`config.mk`:
```
export PLATFORM = sky130hd
export DESIGN_NAME = alu_sequencer_flat
export DESIGN_NICKNAME = d
export VERILOG_FILES = /design/src/rtl/alu_sequencer_pkg.sv /design/src/rtl/alu_sequencer_if.sv /design/src/rtl/alu_sequencer_op_decode.sv /design/src/rtl/alu_sequencer.sv /design/src/flat_wrapper.sv
export SDC_FILE = /design/constraint.sdc
export NUM_CORES = 1
export LEC_CHECK = 0
export CAP_MARGIN = 20
export CORE_UTILIZATION = 45
export CTS_BUF_LIST = sky130_fd_sc_hd__clkbuf_16
export DETAILED_ROUTE_END_ITERATION = 10
export MAX_ROUTING_LAYER = met4
export PLACE_DENSITY = 0.78
export RECOVER_POWER = 25
export SYNTH_ARGS = -nofsm -noshare
export SYNTH_HDL_FRONTEND = slang
export SYNTH_SLANG_ARGS = --single-unit
```
`constraint.sdc`:
```
create_clock -name clock -period 3 [get_ports clock]
set_input_delay 0.9 -clock clock [delete_from_list [all_inputs] [get_ports clock]]
set_output_delay 0.9 -clock clock [all_outputs]
set_load 0.005 [all_outputs]
```
`src/rtl/alu_sequencer_pkg.sv`:
```
// Shared encodings for the ALU sequencer: opcodes, 74181 and shifter control
// words, FSM states and the decoded-operation record.
package alu_sequencer_pkg;

    // Request opcodes
    localparam logic [3:0] OP_ADD  = 4'h0;
    localparam logic [3:0] OP_ADC  = 4'h1;
    localparam logic [3:0] OP_SUB  = 4'h2;
    localparam logic [3:0] OP_SBC  = 4'h3;
    localparam logic [3:0] OP_AND  = 4'h4;
    localparam logic [3:0] OP_OR   = 4'h5;
    localparam logic [3:0] OP_XOR  = 4'h6;
    localparam logic [3:0] OP_NOT  = 4'h7;
    localparam logic [3:0] OP_CMP  = 4'h8;
    localparam logic [3:0] OP_SHL  = 4'h9;
    localparam logic [3:0] OP_SHR  = 4'hA;
    localparam logic [3:0] OP_SHLN = 4'hB;
    localparam logic [3:0] OP_SHRN = 4'hC;
    localparam logic [3:0] OP_MUL  = 4'hD;

    // 74181 control words {S3..S0, M}
    localparam logic [4:0] F_ADD   = 5'b10010;  // A plus B plus cin
    localparam logic [4:0] F_SUB   = 5'b01100;  // A minus B minus 1 plus cin
    localparam logic [4:0] F_AND   = 5'b10111;
    localparam logic [4:0] F_OR    = 5'b11101;
    localparam logic [4:0] F_XOR   = 5'b01101;
    localparam logic [4:0] F_NOTA  = 5'b00001;
    localparam logic [4:0] F_PASSA = 5'b11111;

    // Shifter control words (upper two bits are don't-care, driven 0)
    localparam logic [4:0] F_SHL   = 5'b00101;
    localparam logic [4:0] F_SHR   = 5'b00010;

    typedef enum logic [2:0] {
        ST_IDLE,
        ST_EXEC,
        ST_SHIFT_LOOP,
        ST_MUL_ADD,
        ST_MUL_SHIFT,
        ST_DONE
    } state_t;

    typedef enum logic [1:0] {
        CLS_SINGLE,
        CLS_SHIFTN,
        CLS_MUL,
        CLS_ILLEGAL
    } op_class_t;

    typedef struct packed {
        logic [4:0] f;
        logic       csel;
        logic       ucin;
        logic       not_alu_oe;
        logic       not_shift_oe;
        logic       upd_c;
        logic       upd_z;
        logic       zero_result;   // response carries 0 instead of the bus value
        op_class_t  cls;
    } op_dec_t;

endpackage

```
`src/rtl/alu_sequencer_if.sv`:
```
// Request/response handshake plus the ALU datapath pins of the sequencer.
//
// Handshake: a request transfers on a rising clock edge where req_valid and
// req_ready are both high; req_ready is high only while the sequencer is
// idle, so a request held during a busy period is simply not taken.
// rsp_valid is a single-cycle pulse with no back-pressure; rsp_result and
// the flags stay stable until the next pulse.
interface alu_sequencer_if #(
    parameter int CNT_W = 4
);
    logic             req_valid;
    logic             req_ready;
    logic [3:0]       req_op;
    logic [15:0]      req_a;
    logic [15:0]      req_b;
    logic [CNT_W-1:0] req_count;

    logic             rsp_valid;
    logic [15:0]      rsp_result;
    logic             carry_flag;
    logic             zero_flag;

    logic [15:0]      alu_a;
    logic [15:0]      alu_b;
    logic [4:0]       alu_f;
    logic             alu_csel;
    logic             alu_ucin;
    logic             alu_srcin;
    logic             alu_notALUOE;
    logic             alu_notShiftOE;
    logic [15:0]      alu_y;
    logic             alu_cout;
    logic             alu_zout;

    modport master (
        input  req_valid, req_op, req_a, req_b, req_count,
        input  alu_y, alu_cout, alu_zout,
        output req_ready, rsp_valid, rsp_result, carry_flag, zero_flag,
        output alu_a, alu_b, alu_f, alu_csel, alu_ucin, alu_srcin,
        output alu_notALUOE, alu_notShiftOE
    );

    modport slave (
        output req_valid, req_op, req_a, req_b, req_count,
        output alu_y, alu_cout, alu_zout,
        input  req_ready, rsp_valid, rsp_result, carry_flag, zero_flag,
        input  alu_a, alu_b, alu_f, alu_csel, alu_ucin, alu_srcin,
        input  alu_notALUOE, alu_notShiftOE
    );
endinterface

```
`src/rtl/alu_sequencer_op_decode.sv`:
```
// Combinational opcode decoder: ALU control word, carry-in source, which
// output enable to pull low, which flags to update and the sequencing class.
module alu_sequencer_op_decode
    import alu_sequencer_pkg::*;
#(
    parameter bit MUL_EN = 1'b1
) (
    input  logic [3:0] op,
    output op_dec_t    dec
);

    // Map opcode to its control record; unknown opcodes fall to the illegal class
    always_comb begin
        dec.f            = 5'b00000;
        dec.csel         = 1'b0;
        dec.ucin         = 1'b0;
        dec.not_alu_oe   = 1'b1;
        dec.not_shift_oe = 1'b1;
        dec.upd_c        = 1'b0;
        dec.upd_z        = 1'b0;
        dec.zero_result  = 1'b0;
        dec.cls          = CLS_SINGLE;
        case (op)
            OP_ADD: begin
                dec.f = F_ADD; dec.not_alu_oe = 1'b0;
                dec.upd_c = 1'b1; dec.upd_z = 1'b1;
            end
            OP_ADC: begin
                dec.f = F_ADD; dec.csel = 1'b1; dec.not_alu_oe = 1'b0;
                dec.upd_c = 1'b1; dec.upd_z = 1'b1;
            end
            OP_SUB: begin
                dec.f = F_SUB; dec.ucin = 1'b1; dec.not_alu_oe = 1'b0;
                dec.upd_c = 1'b1; dec.upd_z = 1'b1;
            end
            OP_SBC: begin
                dec.f = F_SUB; dec.csel = 1'b1; dec.not_alu_oe = 1'b0;
                dec.upd_c = 1'b1; dec.upd_z = 1'b1;
            end
            OP_AND: begin
                dec.f = F_AND; dec.not_alu_oe = 1'b0; dec.upd_z = 1'b1;
            end
            OP_OR: begin
                dec.f = F_OR; dec.not_alu_oe = 1'b0; dec.upd_z = 1'b1;
            end
            OP_XOR: begin
                dec.f = F_XOR; dec.not_alu_oe = 1'b0; dec.upd_z = 1'b1;
            end
            OP_NOT: begin
                dec.f = F_NOTA; dec.not_alu_oe = 1'b0; dec.upd_z = 1'b1;
            end
            OP_CMP: begin
                dec.f = F_SUB; dec.ucin = 1'b1; dec.not_alu_oe = 1'b0;
                dec.upd_c = 1'b1; dec.upd_z = 1'b1; dec.zero_result = 1'b1;
            end
            OP_SHL: begin
                dec.f = F_SHL; dec.not_shift_oe = 1'b0;
                dec.upd_c = 1'b1; dec.upd_z = 1'b1;
            end
            OP_SHR: begin
                dec.f = F_SHR; dec.not_shift_oe = 1'b0;
                dec.upd_c = 1'b1; dec.upd_z = 1'b1;
            end
            OP_SHLN: begin
                dec.f = F_SHL; dec.not_shift_oe = 1'b0;
                dec.upd_c = 1'b1; dec.upd_z = 1'b1; dec.cls = CLS_SHIFTN;
            end
            OP_SHRN: begin
                dec.f = F_SHR; dec.not_shift_oe = 1'b0;
                dec.upd_c = 1'b1; dec.upd_z = 1'b1; dec.cls = CLS_SHIFTN;
            end
            OP_MUL: begin
                if (MUL_EN) begin
                    dec.f = F_ADD; dec.not_alu_oe = 1'b0;
                    dec.upd_c = 1'b1; dec.upd_z = 1'b1; dec.cls = CLS_MUL;
                end else begin
                    dec.zero_result = 1'b1; dec.cls = CLS_ILLEGAL;
                end
            end
            default: begin
                dec.zero_result = 1'b1;
                dec.cls         = CLS_ILLEGAL;
            end
        endcase
    end

endmodule

```
`src/rtl/alu_sequencer.sv`:
```
// Control-side master of the 16-bit 74181/shifter datapath. Takes one
// request at a time, drives the ALU pins, captures the bus result and keeps
// the carry/zero flags; multi-bit shifts and multiply are sequenced here.
module alu_sequencer
    import alu_sequencer_pkg::*;
#(
    parameter bit MUL_EN = 1'b1,
    parameter int CNT_W  = 4
) (
    input  logic            clock,
    input  logic            reset,
    alu_sequencer_if.master bus,
    output state_t          dbg_state
);

    // Counter must hold both a shift count and the 16 multiply iterations
    localparam int CW = (CNT_W > 4) ? CNT_W : 4;

    state_t        state_q, state_d;
    logic [3:0]    op_q, op_d;
    logic [15:0]   a_q, a_d;          // operand A / shift word / product accumulator
    logic [15:0]   b_q, b_d;          // operand B / multiplicand
    logic [15:0]   mp_q, mp_d;        // multiplier, consumed LSB first
    logic [15:0]   result_q, result_d;
    logic [CW-1:0] cnt_q, cnt_d;
    logic          carry_q, carry_d;
    logic          zero_q, zero_d;

    logic [3:0]    dec_op;
    op_dec_t       dec;

    // While idle the incoming opcode is decoded to pick the sequencing class
    assign dec_op = (state_q == ST_IDLE) ? bus.req_op : op_q;

    alu_sequencer_op_decode #(.MUL_EN(MUL_EN)) u_decode (
        .op  (dec_op),
        .dec (dec)
    );

    assign bus.alu_srcin  = carry_q;
    assign bus.rsp_result = result_q;
    assign bus.carry_flag = carry_q;
    assign bus.zero_flag  = zero_q;
    assign dbg_state      = state_q;

    // State and datapath registers with synchronous reset
    always_ff @(posedge clock) begin
        if (reset) begin
            state_q  <= ST_IDLE;
            op_q     <= 4'h0;
            a_q      <= 16'h0000;
            b_q      <= 16'h0000;
            mp_q     <= 16'h0000;
            result_q <= 16'h0000;
            cnt_q    <= '0;
            carry_q  <= 1'b0;
            zero_q   <= 1'b0;
        end else begin
            state_q  <= state_d;
            op_q     <= op_d;
            a_q      <= a_d;
            b_q      <= b_d;
            mp_q     <= mp_d;
            result_q <= result_d;
            cnt_q    <= cnt_d;
            carry_q  <= carry_d;
            zero_q   <= zero_d;
        end
    end

    // ALU pin and handshake drive, purely from registered state (both OEs high outside execute)
    always_comb begin
        bus.req_ready      = 1'b0;
        bus.rsp_valid      = 1'b0;
        bus.alu_a          = 16'h0000;
        bus.alu_b          = 16'h0000;
        bus.alu_f          = 5'b00000;
        bus.alu_csel       = 1'b0;
        bus.alu_ucin       = 1'b0;
        bus.alu_notALUOE   = 1'b1;
        bus.alu_notShiftOE = 1'b1;
        case (state_q)
            ST_IDLE: bus.req_ready = 1'b1;
            ST_EXEC: begin
                bus.alu_a          = a_q;
                bus.alu_b          = b_q;
                bus.alu_f          = dec.f;
                bus.alu_csel       = dec.csel;
                bus.alu_ucin       = dec.ucin;
                bus.alu_notALUOE   = dec.not_alu_oe;
                bus.alu_notShiftOE = dec.not_shift_oe;
            end
            ST_SHIFT_LOOP: begin
                bus.alu_a = a_q;
                if (cnt_q == '0) begin
                    // Zero count: one pass-A cycle so Z reflects the operand
                    bus.alu_f        = F_PASSA;
                    bus.alu_notALUOE = 1'b0;
                end else begin
                    bus.alu_f          = dec.f;
                    bus.alu_csel       = dec.csel;
                    bus.alu_ucin       = dec.ucin;
                    bus.alu_notShiftOE = 1'b0;
                end
            end
            ST_MUL_ADD: begin
                bus.alu_a        = a_q;
                bus.alu_b        = b_q;
                bus.alu_f        = F_ADD;
                bus.alu_notALUOE = 1'b0;
            end
            ST_MUL_SHIFT: begin
                bus.alu_a          = b_q;
                bus.alu_f          = F_SHL;
                bus.alu_notShiftOE = 1'b0;
            end
            ST_DONE: bus.rsp_valid = 1'b1;
            default: ;
        endcase
    end

    // Next-state, working-register and flag updates; bus captured at the end of each execute cycle
    always_comb begin
        state_d  = state_q;
        op_d     = op_q;
        a_d      = a_q;
        b_d      = b_q;
        mp_d     = mp_q;
        result_d = result_q;
        cnt_d    = cnt_q;
        carry_d  = carry_q;
        zero_d   = zero_q;
        case (state_q)
            ST_IDLE: begin
                if (bus.req_valid) begin
                    op_d = bus.req_op;
                    case (dec.cls)
                        CLS_SHIFTN: begin
                            a_d     = bus.req_a;
                            cnt_d   = CW'(bus.req_count);
                            state_d = ST_SHIFT_LOOP;
                        end
                        CLS_MUL: begin
                            a_d     = 16'h0000;
                            b_d     = bus.req_a;
                            mp_d    = bus.req_b;
                            cnt_d   = CW'(15);
                            state_d = ST_MUL_ADD;
                        end
                        default: begin
                            a_d     = bus.req_a;
                            b_d     = bus.req_b;
                            state_d = ST_EXEC;
                        end
                    endcase
                end
            end
            ST_EXEC: begin
                result_d = dec.zero_result ? 16'h0000 : bus.alu_y;
                if (dec.upd_c) carry_d = bus.alu_cout;
                if (dec.upd_z) zero_d  = bus.alu_zout;
                state_d = ST_DONE;
            end
            ST_SHIFT_LOOP: begin
                if (cnt_q == '0) begin
                    result_d = bus.alu_y;
                    zero_d   = bus.alu_zout;
                    state_d  = ST_DONE;
                end else begin
                    a_d     = bus.alu_y;
                    carry_d = bus.alu_cout;
                    zero_d  = bus.alu_zout;
                    if (cnt_q == CW'(1)) begin
                        result_d = bus.alu_y;
                        state_d  = ST_DONE;
                    end else begin
                        cnt_d = cnt_q - CW'(1);
                    end
                end
            end
            ST_MUL_ADD: begin
                if (mp_q[0]) a_d = bus.alu_y;
                state_d = ST_MUL_SHIFT;
            end
            ST_MUL_SHIFT: begin
                b_d  = bus.alu_y;
                mp_d = {1'b0, mp_q[15:1]};
                if (cnt_q == '0) begin
                    result_d = a_q;
                    carry_d  = 1'b0;
                    zero_d   = (a_q == 16'h0000);
                    state_d  = ST_DONE;
                end else begin
                    cnt_d   = cnt_q - CW'(1);
                    state_d = ST_MUL_ADD;
                end
            end
            ST_DONE: state_d = ST_IDLE;
            default: state_d = ST_IDLE;
        endcase
    end

endmodule

```
`src/flat_wrapper.sv`:
```
// flat-port wrapper written by rule: the top's interface ports become plain ports
module alu_sequencer_flat import alu_sequencer_pkg::*;
#(
    parameter bit MUL_EN = 1'b1,
    parameter int CNT_W  = 4
)
  (clock, reset, dbg_state, bus_req_valid, bus_req_op, bus_req_a, bus_req_b, bus_req_count, bus_alu_y, bus_alu_cout, bus_alu_zout, bus_req_ready, bus_rsp_valid, bus_rsp_result, bus_carry_flag, bus_zero_flag, bus_alu_a, bus_alu_b, bus_alu_f, bus_alu_csel, bus_alu_ucin, bus_alu_srcin, bus_alu_notALUOE, bus_alu_notShiftOE);
  alu_sequencer_if #(.CNT_W(CNT_W)) bus_i ();
  input  logic clock;
  input  logic reset;
  output state_t dbg_state;
  input wire logic [$bits(bus_i.req_valid)-1:0] bus_req_valid;
  input wire logic [$bits(bus_i.req_op)-1:0] bus_req_op;
  input wire logic [$bits(bus_i.req_a)-1:0] bus_req_a;
  input wire logic [$bits(bus_i.req_b)-1:0] bus_req_b;
  input wire logic [$bits(bus_i.req_count)-1:0] bus_req_count;
  input wire logic [$bits(bus_i.alu_y)-1:0] bus_alu_y;
  input wire logic [$bits(bus_i.alu_cout)-1:0] bus_alu_cout;
  input wire logic [$bits(bus_i.alu_zout)-1:0] bus_alu_zout;
  output wire logic [$bits(bus_i.req_ready)-1:0] bus_req_ready;
  output wire logic [$bits(bus_i.rsp_valid)-1:0] bus_rsp_valid;
  output wire logic [$bits(bus_i.rsp_result)-1:0] bus_rsp_result;
  output wire logic [$bits(bus_i.carry_flag)-1:0] bus_carry_flag;
  output wire logic [$bits(bus_i.zero_flag)-1:0] bus_zero_flag;
  output wire logic [$bits(bus_i.alu_a)-1:0] bus_alu_a;
  output wire logic [$bits(bus_i.alu_b)-1:0] bus_alu_b;
  output wire logic [$bits(bus_i.alu_f)-1:0] bus_alu_f;
  output wire logic [$bits(bus_i.alu_csel)-1:0] bus_alu_csel;
  output wire logic [$bits(bus_i.alu_ucin)-1:0] bus_alu_ucin;
  output wire logic [$bits(bus_i.alu_srcin)-1:0] bus_alu_srcin;
  output wire logic [$bits(bus_i.alu_notALUOE)-1:0] bus_alu_notALUOE;
  output wire logic [$bits(bus_i.alu_notShiftOE)-1:0] bus_alu_notShiftOE;
  assign bus_i.req_valid = bus_req_valid;
  assign bus_i.req_op = bus_req_op;
  assign bus_i.req_a = bus_req_a;
  assign bus_i.req_b = bus_req_b;
  assign bus_i.req_count = bus_req_count;
  assign bus_i.alu_y = bus_alu_y;
  assign bus_i.alu_cout = bus_alu_cout;
  assign bus_i.alu_zout = bus_alu_zout;
  assign bus_req_ready = bus_i.req_ready;
  assign bus_rsp_valid = bus_i.rsp_valid;
  assign bus_rsp_result = bus_i.rsp_result;
  assign bus_carry_flag = bus_i.carry_flag;
  assign bus_zero_flag = bus_i.zero_flag;
  assign bus_alu_a = bus_i.alu_a;
  assign bus_alu_b = bus_i.alu_b;
  assign bus_alu_f = bus_i.alu_f;
  assign bus_alu_csel = bus_i.alu_csel;
  assign bus_alu_ucin = bus_i.alu_ucin;
  assign bus_alu_srcin = bus_i.alu_srcin;
  assign bus_alu_notALUOE = bus_i.alu_notALUOE;
  assign bus_alu_notShiftOE = bus_i.alu_notShiftOE;
  alu_sequencer #(.MUL_EN(MUL_EN), .CNT_W(CNT_W)) u_core (.clock(clock), .reset(reset), .bus(bus_i), .dbg_state(dbg_state));
endmodule
```
# Yosys cells after proc, flatten, opt, wreduce, memory -nomap -nowiden
# Cells that the tools add are included.
# W data, S select, Z words.
[totals]
register_bits = 77
out_inout_bits = 65
input_bits = 61
[classes]
addsub = 1
n_eq_ne = 33
n_mux = 58
reduce_logical = 32
[ops]
columns = ["operator", "count"]
rows = [
  ["$mux W16", 12],
  ["$pmux W16 S2", 4],
  ["$pmux W16 S3", 2],
  ["$pmux W5 S8", 1],
  ["$eq A4 B4 Y1 const B", 6],
  ["$mux W4", 5],
  ["$pmux W5 S4", 1],
  ["$reduce_or A10 Y1", 2],
  ["$mux W1", 17],
  ["$eq A4 B3 Y1 const B", 4],
  ["$logic_not A16 Y1", 1],
  ["$pmux W3 S5", 1],
  ["$reduce_or A14 Y1", 1],
  ["$reduce_or A13 Y1", 1],
  ["$mux W3", 4],
  ["$ne A2 B2 Y1 const B", 6],
  ["$pmux W1 S3", 4],
  ["$pmux W4 S3", 1],
  ["$reduce_and A3 Y1", 4],
  ["$reduce_or A2 Y1", 6],
  ["$reduce_or A11 Y1", 1],
  ["$reduce_bool A3 Y1", 3],
  ["$reduce_or A3 Y1", 3],
  ["$eq A4 B1 Y1 const B", 2],
  ["22 further kinds", 32],
]

# Depth between registers and ports, before layout
[depth]
depth_word = 9
ltp_mapped = 15

# Cells and area by module
# A second synthesis with hierarchy kept.
[unflattened]
hier_cells = 616
hier_area_um2 = 4864.7
[modules_own_cells]
columns = ["module", "area_per_inst_um2", "cells_each", "n_inst"]
rows = [
  ["alu_sequencer", 4598.2, 576, 1],
  ["alu_sequencer_op_decode", 266.5, 40, 1],
]

# Least setup slack after synthesis
# OpenSTA, ideal clock, no wires.
[synth_timing]
kind = "register to register"
start = "register u_core.state_q[0] (netlist: u_core.dbg_state[0])"
end = "register u_core.b_q[6]"
arrival_time_ps = 2709
path_slack_ps = 163
stages_incl_launch_ff = 15
setup_time_ps = 128
path_cell_list = "dfxtp_1 -> buf_6 -> or3_1 -> buf_6 -> clkinv_8 -> mux2i_1 -> nor2_1 -> o21ai_0 -> ha_1 -> buf_2 -> buf_2 -> mux2i_1 -> a211oi_1 -> a21oi_1 -> nor2_1"
[synth_between]
elab_chain_cells = 9
elab_cells_between_ends = 29
cone_classes = "18 x eq/ne; 5 x mux; 6 x reduce/logical"
[synth_lines]
columns = ["element", "line", "text"]
rows = [
  ["start: declaration", "alu_sequencer.sv:19", "state_t state_q, state_d;"],
  ["start signal: assignment", "alu_sequencer.sv:59", "state_q <= state_d;"],
  ["$logic_not A3 Y1", "alu_sequencer.sv:33, alu_sequencer.sv:133", ""],
  ["$mux W4", "alu_sequencer.sv:33", "assign dec_op = (state_q == ST_IDLE) ? bus.req_op : op_q;"],
  ["$eq A4 B4 Y1, or another cell as far along", "alu_sequencer_op_decode.sv:23", "case (op)"],
  ["$reduce_or A11 Y1 (no source line) / $reduce_or A2 Y1 (equally long branches)", "--", ""],
  ["$pmux W2 S3", "alu_sequencer_op_decode.sv:23", ""],
  ["$eq A2 B2 Y1 / $eq A2 B1 Y1 (equally long branches)", "alu_sequencer.sv:137", "case (dec.cls)"],
  ["$pmux W16 S2", "alu_sequencer.sv:137", ""],
  ["$mux W16", "alu_sequencer.sv:135", "if (bus.req_valid) begin"],
  ["$pmux W16 S2", "alu_sequencer.sv:133", "case (state_q)"],
  ["end signal: assignment", "alu_sequencer.sv:52", "b_q <= 16'h0000;"],
  ["end signal: assignment", "alu_sequencer.sv:62", "b_q <= b_d;"],
  ["end: declaration", "alu_sequencer.sv:22", "logic [15:0] b_q, b_d;"],
]
# Parallel ways exist; a longest one is shown, timed or not. The select of a mux whose other input is x is not followed.
# A chain may end at the register's enable or synchronous reset.

# Final worst setup path
[layout_timing]
start = "register u_core.state_q[1] (netlist: u_core.dbg_state[1])"
end = "output port bus_alu_f[2]"
[layout_between]
elab_chain_cells = 7
elab_cells_between_ends = 27
cone_classes = "17 x eq/ne; 4 x mux; 6 x reduce/logical"
[layout_lines]
columns = ["element", "line", "text"]
rows = [
  ["$logic_not A3 Y1", "alu_sequencer.sv:33", ""],
  ["$mux W4", "alu_sequencer.sv:33", ""],
  ["$eq A4 B4 Y1, or another cell as far along", "alu_sequencer_op_decode.sv:23", ""],
  ["$reduce_or A3 Y1 (no source line) / $reduce_or A2 Y1 (equally long branches)", "--", ""],
  ["$pmux W5 S8", "alu_sequencer_op_decode.sv:23", ""],
  ["$mux W5", "alu_sequencer.sv:95", "if (cnt_q == '0) begin"],
  ["$pmux W5 S4 (*)", "alu_sequencer.sv:82", "case (state_q)"],
  ["end: declaration", "flat_wrapper.sv:27", "output wire logic [$bits(bus_i.alu_f)-1:0] bus_alu_f;"],
]
# Mark *: on every way between the ends. The rest lies on a longest branch, timed or not.

==> PnR_summary.wiki <==
{| class="wikitable"
! Metric !! Value
|-
| Outcome || finished with violations
|-
| Failing checks || negative setup slack
|-
| Proportion of synthesized area in mux cells || 0.04320
|-
| Netlist cell types || 65
|-
| Number of synthesized register bits || 77
|-
| Largest fanout on the critical path || 8
|-
| Number of enable-type register cells in the synthesized netlist || 0
|-
| Number of antenna violations at the first check in global routing || 0
|-
| Placed wire-length estimate after detailed placement || 11.63 mm
|-
| Die height || 106.0 um
|-
| Max Fclk || 333.2 MHz
|-
| Switching component of the power || 0.001299 W
|-
| Power density cells || 554.6 nW/um^2
|-
| Worst-skew pair later-pin latency || 0.33 ns
|-
| Critical path start-end classification || register to output pin
|-
| Period utilisation layout || 1.000
|-
| Antenna cell count || 0
|-
| Share of synthesized flip-flops with an asynchronous set or reset || 0
|-
| Post-route antenna net violation count || 0
|-
| Hold_sp || u_core.bus.zero_flag$_SDFFE_PP0P_
|-
| Area fraction in and, or, nand and nor cells after synthesis || 0.2705
|-
| Tmin final || 3.001 ns
|-
| Number of slew-limit violations in the final report || 0
|-
| Dominant combinational cell family by area after synthesis || compound AO/OA/AOI/OAI gates
|-
| Number of buffers inserted by port buffering || 125
|-
| Number of top-level pins || 126
|-
| Setup violation total in the final timing report || 1
|-
| GP Congestion || 0.9586
|-
| Signed area change from the synthesized netlist to the final layout || 40.76%
|-
| Root Buffer || sky130_fd_sc_hd__clkbuf_16
|-
| Number of global-route vias before repair || 4838
|-
| Share of layout cells above drive strength 1 || 0.1521
|-
| Crit path arrival time || 2.10 ns
|-
| Fraction of power consumed by combinational cells || 0.384
|-
| Tightest Pin Transition || 0.9690 ns
|-
| Flop2flop setup slack || 0.19 ns
|-
| Post-layout utilization of the core || 0.6575
|-
| Static power due to leakage || 2.525 nW
|-
| Number of buffers inserted for hold repair after clock tree synthesis || 0
|-
| Count of nets after finishing || 804
|-
| DRT iter0 DRCs || 596
|-
| First-pass GRT wire length || 25.73 mm
|-
| Start of the worst register-to-register path || u_core.dbg_state[1]$_SDFFE_PP0P_
|-
| Cell count after synthesis || 611
|-
| Final non-filler cell total || 879
|-
| Slew margin rel. || 0.3528
|-
| Number of synthesis warnings || 0
|-
| Vias post-DR || 5382
|-
| Starting density of the core || 0.4671
|-
| Worst setup skew after layout || 0.005690 ns
|-
| Data required, critical path || 2.10 ns
|-
| Endpoint, Worst Hold || u_core.bus.zero_flag$_SDFFE_PP0P_
|-
| Overall routed net length || 16.62 mm
|-
| Core Footprint || 10420 sq um
|-
| Synth Area per Inst || 7.964 sq um
|-
| Avg Vias per Cell || 6.123
|-
| Post-detailed-route wirelength per cell || 18.91 um
|-
| Portion of the post-synthesis area used by sequential elements || 0.3168
|-
| TritonCTS clock tree || built
|-
| Nature of the critical path endpoint || output pin
|-
| Horizontal die dimension || 106.0 um
|-
| CTS Sinks || 77
|-
| H-tree levels || 3
|-
| Total congestion overflow || 0
|-
| Overall power || 0.003799 W
|-
| FF-to-FF End || u_core.mp_q[10]$_SDFFE_PP0P_
|-
| Hold Fails Final Rpt || 0
|-
| Remaining design rule violation count || 0
|-
| Critical path launch point type || register
|-
| Total track usage || 0.2960
|-
| Clk pwr share || 0.280
|-
| Clock-pin transition on the worst setup and hold timing paths || 0.06 ns
|-
| Post-synthesis share of cell area spent on full adders, half adders and majority gates || 0.01234
|-
| Maximum number of pins on one net before global-route repair || 93
|-
| Post-synthesis compound-gate area fraction || 0.2823
|-
| Max-cap check violation count || 0
|-
| Combined area of all synthesized cells || 4866 sq um
|-
| Placed cell count || 852
|-
| Post-route worst hold slack || 0.4652 ns
|-
| Sw frac || 0.3419
|-
| Final setup slack of the worst path || -0.0009650 ns
|-
| Top FF cell, synth || sky130_fd_sc_hd__dfxtp_1
|-
| Share of total power in sequential cells || 0.336
|-
| Maximum root-to-sink buffer count || 2
|-
| Xor and xnor area share after synthesis || 0.001800
|-
| Cell-internal power || 0.002500 W
|-
| Number of filler instances in the final layout || 860
|-
| Inserted Clock Buffers || 9
|-
| Worst r2r path cells || 13
|-
| Worst min-delay path category || register to register
|-
| Number of nets produced by synthesis || 676
|-
| Worst IR drop on VDD || 0.2506 mV
|-
| Instance count along the most critical hold path || 2
|-
| Num rows || 37
|-
| 1st-pass router iterations || 5
|-
| Full die area || 11230 sq um
|-
| Setup repair after global routing missed its margin || true
|}
## placed cells by master (no fill, tap or decap), types with 17 or more instances in the layout
cell / instances
sky130_fd_sc_hd__a211oi_1: 36
sky130_fd_sc_hd__nand2_1: 45
sky130_fd_sc_hd__nor3b_1: 17
sky130_fd_sc_hd__nor3_1: 23
sky130_fd_sc_hd__nor2_1: 72
sky130_fd_sc_hd__buf_4: 42
sky130_fd_sc_hd__dlygate4sd3_1: 18
sky130_fd_sc_hd__nor2b_1: 20
sky130_fd_sc_hd__clkdlybuf4s50_1: 93
sky130_fd_sc_hd__and2_1: 19
sky130_fd_sc_hd__a21oi_1: 35
sky130_fd_sc_hd__nor4_1: 20
sky130_fd_sc_hd__dfxtp_1: 73
sky130_fd_sc_hd__mux2i_1: 19
## per-stage QoR
step                setup TNS, ns  worst slack, ns  instance area [sq um]
global route             -0.05028         -0.04557                   6849
global placement           -13.72          -0.4646                   6369
detailed placement         -15.79          -0.4765                   6369
floorplan                       0           0.1634                   4866
finish                 -0.0009650       -0.0009650                   6849
CTS                             0          0.01100                   6795
## worst max-delay path by stage
stage / to / startpoint / cells past startpoint
2_1_floorplan: u_core.b_q[6]$_SDFFE_PP0P_ / u_core.dbg_state[0]$_SDFFE_PP0P_ / 14
3_3_place_gp: bus_alu_notALUOE / bus_req_op[2] / 6
3_5_place_dp: bus_alu_notALUOE / bus_req_op[2] / 6
4_1_cts: bus_alu_notShiftOE / u_core.dbg_state[1]$_SDFFE_PP0P_ / 8
5_1_grt: bus_alu_f[2] / u_core.dbg_state[1]$_SDFFE_PP0P_ / 7
6_report: bus_alu_f[2] / u_core.dbg_state[1]$_SDFFE_PP0P_ / 7
## synth_stat cells, drive strengths merged, types with 3 or more instances
cell type / instances / share of area
dfxtp: 77 / 0.32
and2: 19 / 0.024
clkbuf: 35 / 0.027
a21oi: 39 / 0.042
nor4: 20 / 0.026
mux2i: 21 / 0.043
o21ai: 9 / 0.0093
nor3: 25 / 0.026
nand2: 45 / 0.038
a221o: 16 / 0.033
nand2b: 5 / 0.0064
nand3: 9 / 0.0093
or2: 4 / 0.0051
a311oi: 16 / 0.029
a211oi: 37 / 0.058
a22o: 16 / 0.029
o311ai: 5 / 0.0090
nor2b: 23 / 0.031
nor3b: 19 / 0.033
inv: 9 / 0.0069
nor2: 76 / 0.059
buf: 28 / 0.036
a31oi: 3 / 0.0039
ha: 4 / 0.010
a22oi: 16 / 0.025
or3: 3 / 0.0039
## cells by family (layout without fill, tap and decap cells)
kind of cell,after synthesis,count (layout)
mux,21,21
buf+inv,73,205
simple gates,254,254
compound gates,180,180
fa+ha+maj,5,5
xor+xnor,1,1
flops,77,77
## cell type report
cell class	instances	area (sq um)	area share
clock buffer	9	225.2	0.03288
inverter	10	50.05	0.007307
timing repair buffer	180	1735	0.2534
sequential	77	1551	0.2265
multi-input combinational	461	3053	0.4457
clock inverter	6	63.81	0.009317
tap	136	170.2	0.02484
## per-layer routing
layer	wire, um	share of wire	global-route usage	up-vias
li1	-	-	-	2533
met1	7504	0.45	0.4159	2518
met2	7208	0.43	0.4248	286
met3	1467	0.088	0.05212	45
met4	437	0.026	0.1032	0
met5	0	0	-	-
## sequential cells by signal (all words and copies together), names as in the netlist
name and cells:
u_core.b_q 16, u_core.dbg_state 3, u_core.mp_q 16, u_core.bus.rsp_result 16, u_core.bus.zero_flag 1, u_core.bus.alu_srcin 1, u_core.cnt_q 4, u_core.op_q 4
u_core.a_q 16
## power by group through the flow
stage | Sequential, W | Clock (W) | Combinational, W
floorplan | 0.00126 | 0 | 0.000799
global placement | 0.00128 | 0 | 0.00132
detailed placement | 0.00129 | 0 | 0.00135
CTS | 0.00127 | 0.00107 | 0.00141
global route | 0.00129 | 0.00111 | 0.00156
finish | 0.00128 | 0.00106 | 0.00146
## critical path, cell delays in order, from the launching register on
cell and delay, ns:
sky130_fd_sc_hd__dfxtp_2 0.32, sky130_fd_sc_hd__or3_4 0.42, sky130_fd_sc_hd__clkinv_8 0.09, sky130_fd_sc_hd__mux2i_2 0.22, sky130_fd_sc_hd__buf_4 0.15, sky130_fd_sc_hd__nand3_1 0.09
sky130_fd_sc_hd__a41o_1 0.23, sky130_fd_sc_hd__dlygate4sd2_1 0.26
## repair_timing
item,CTS,global route
pin swaps,5,3
gates cloned,0,2
gates resized for setup,45,16
setup endpoints to repair,45,25
setup buffers,8,2
Power figures use the tool's default switching activity.
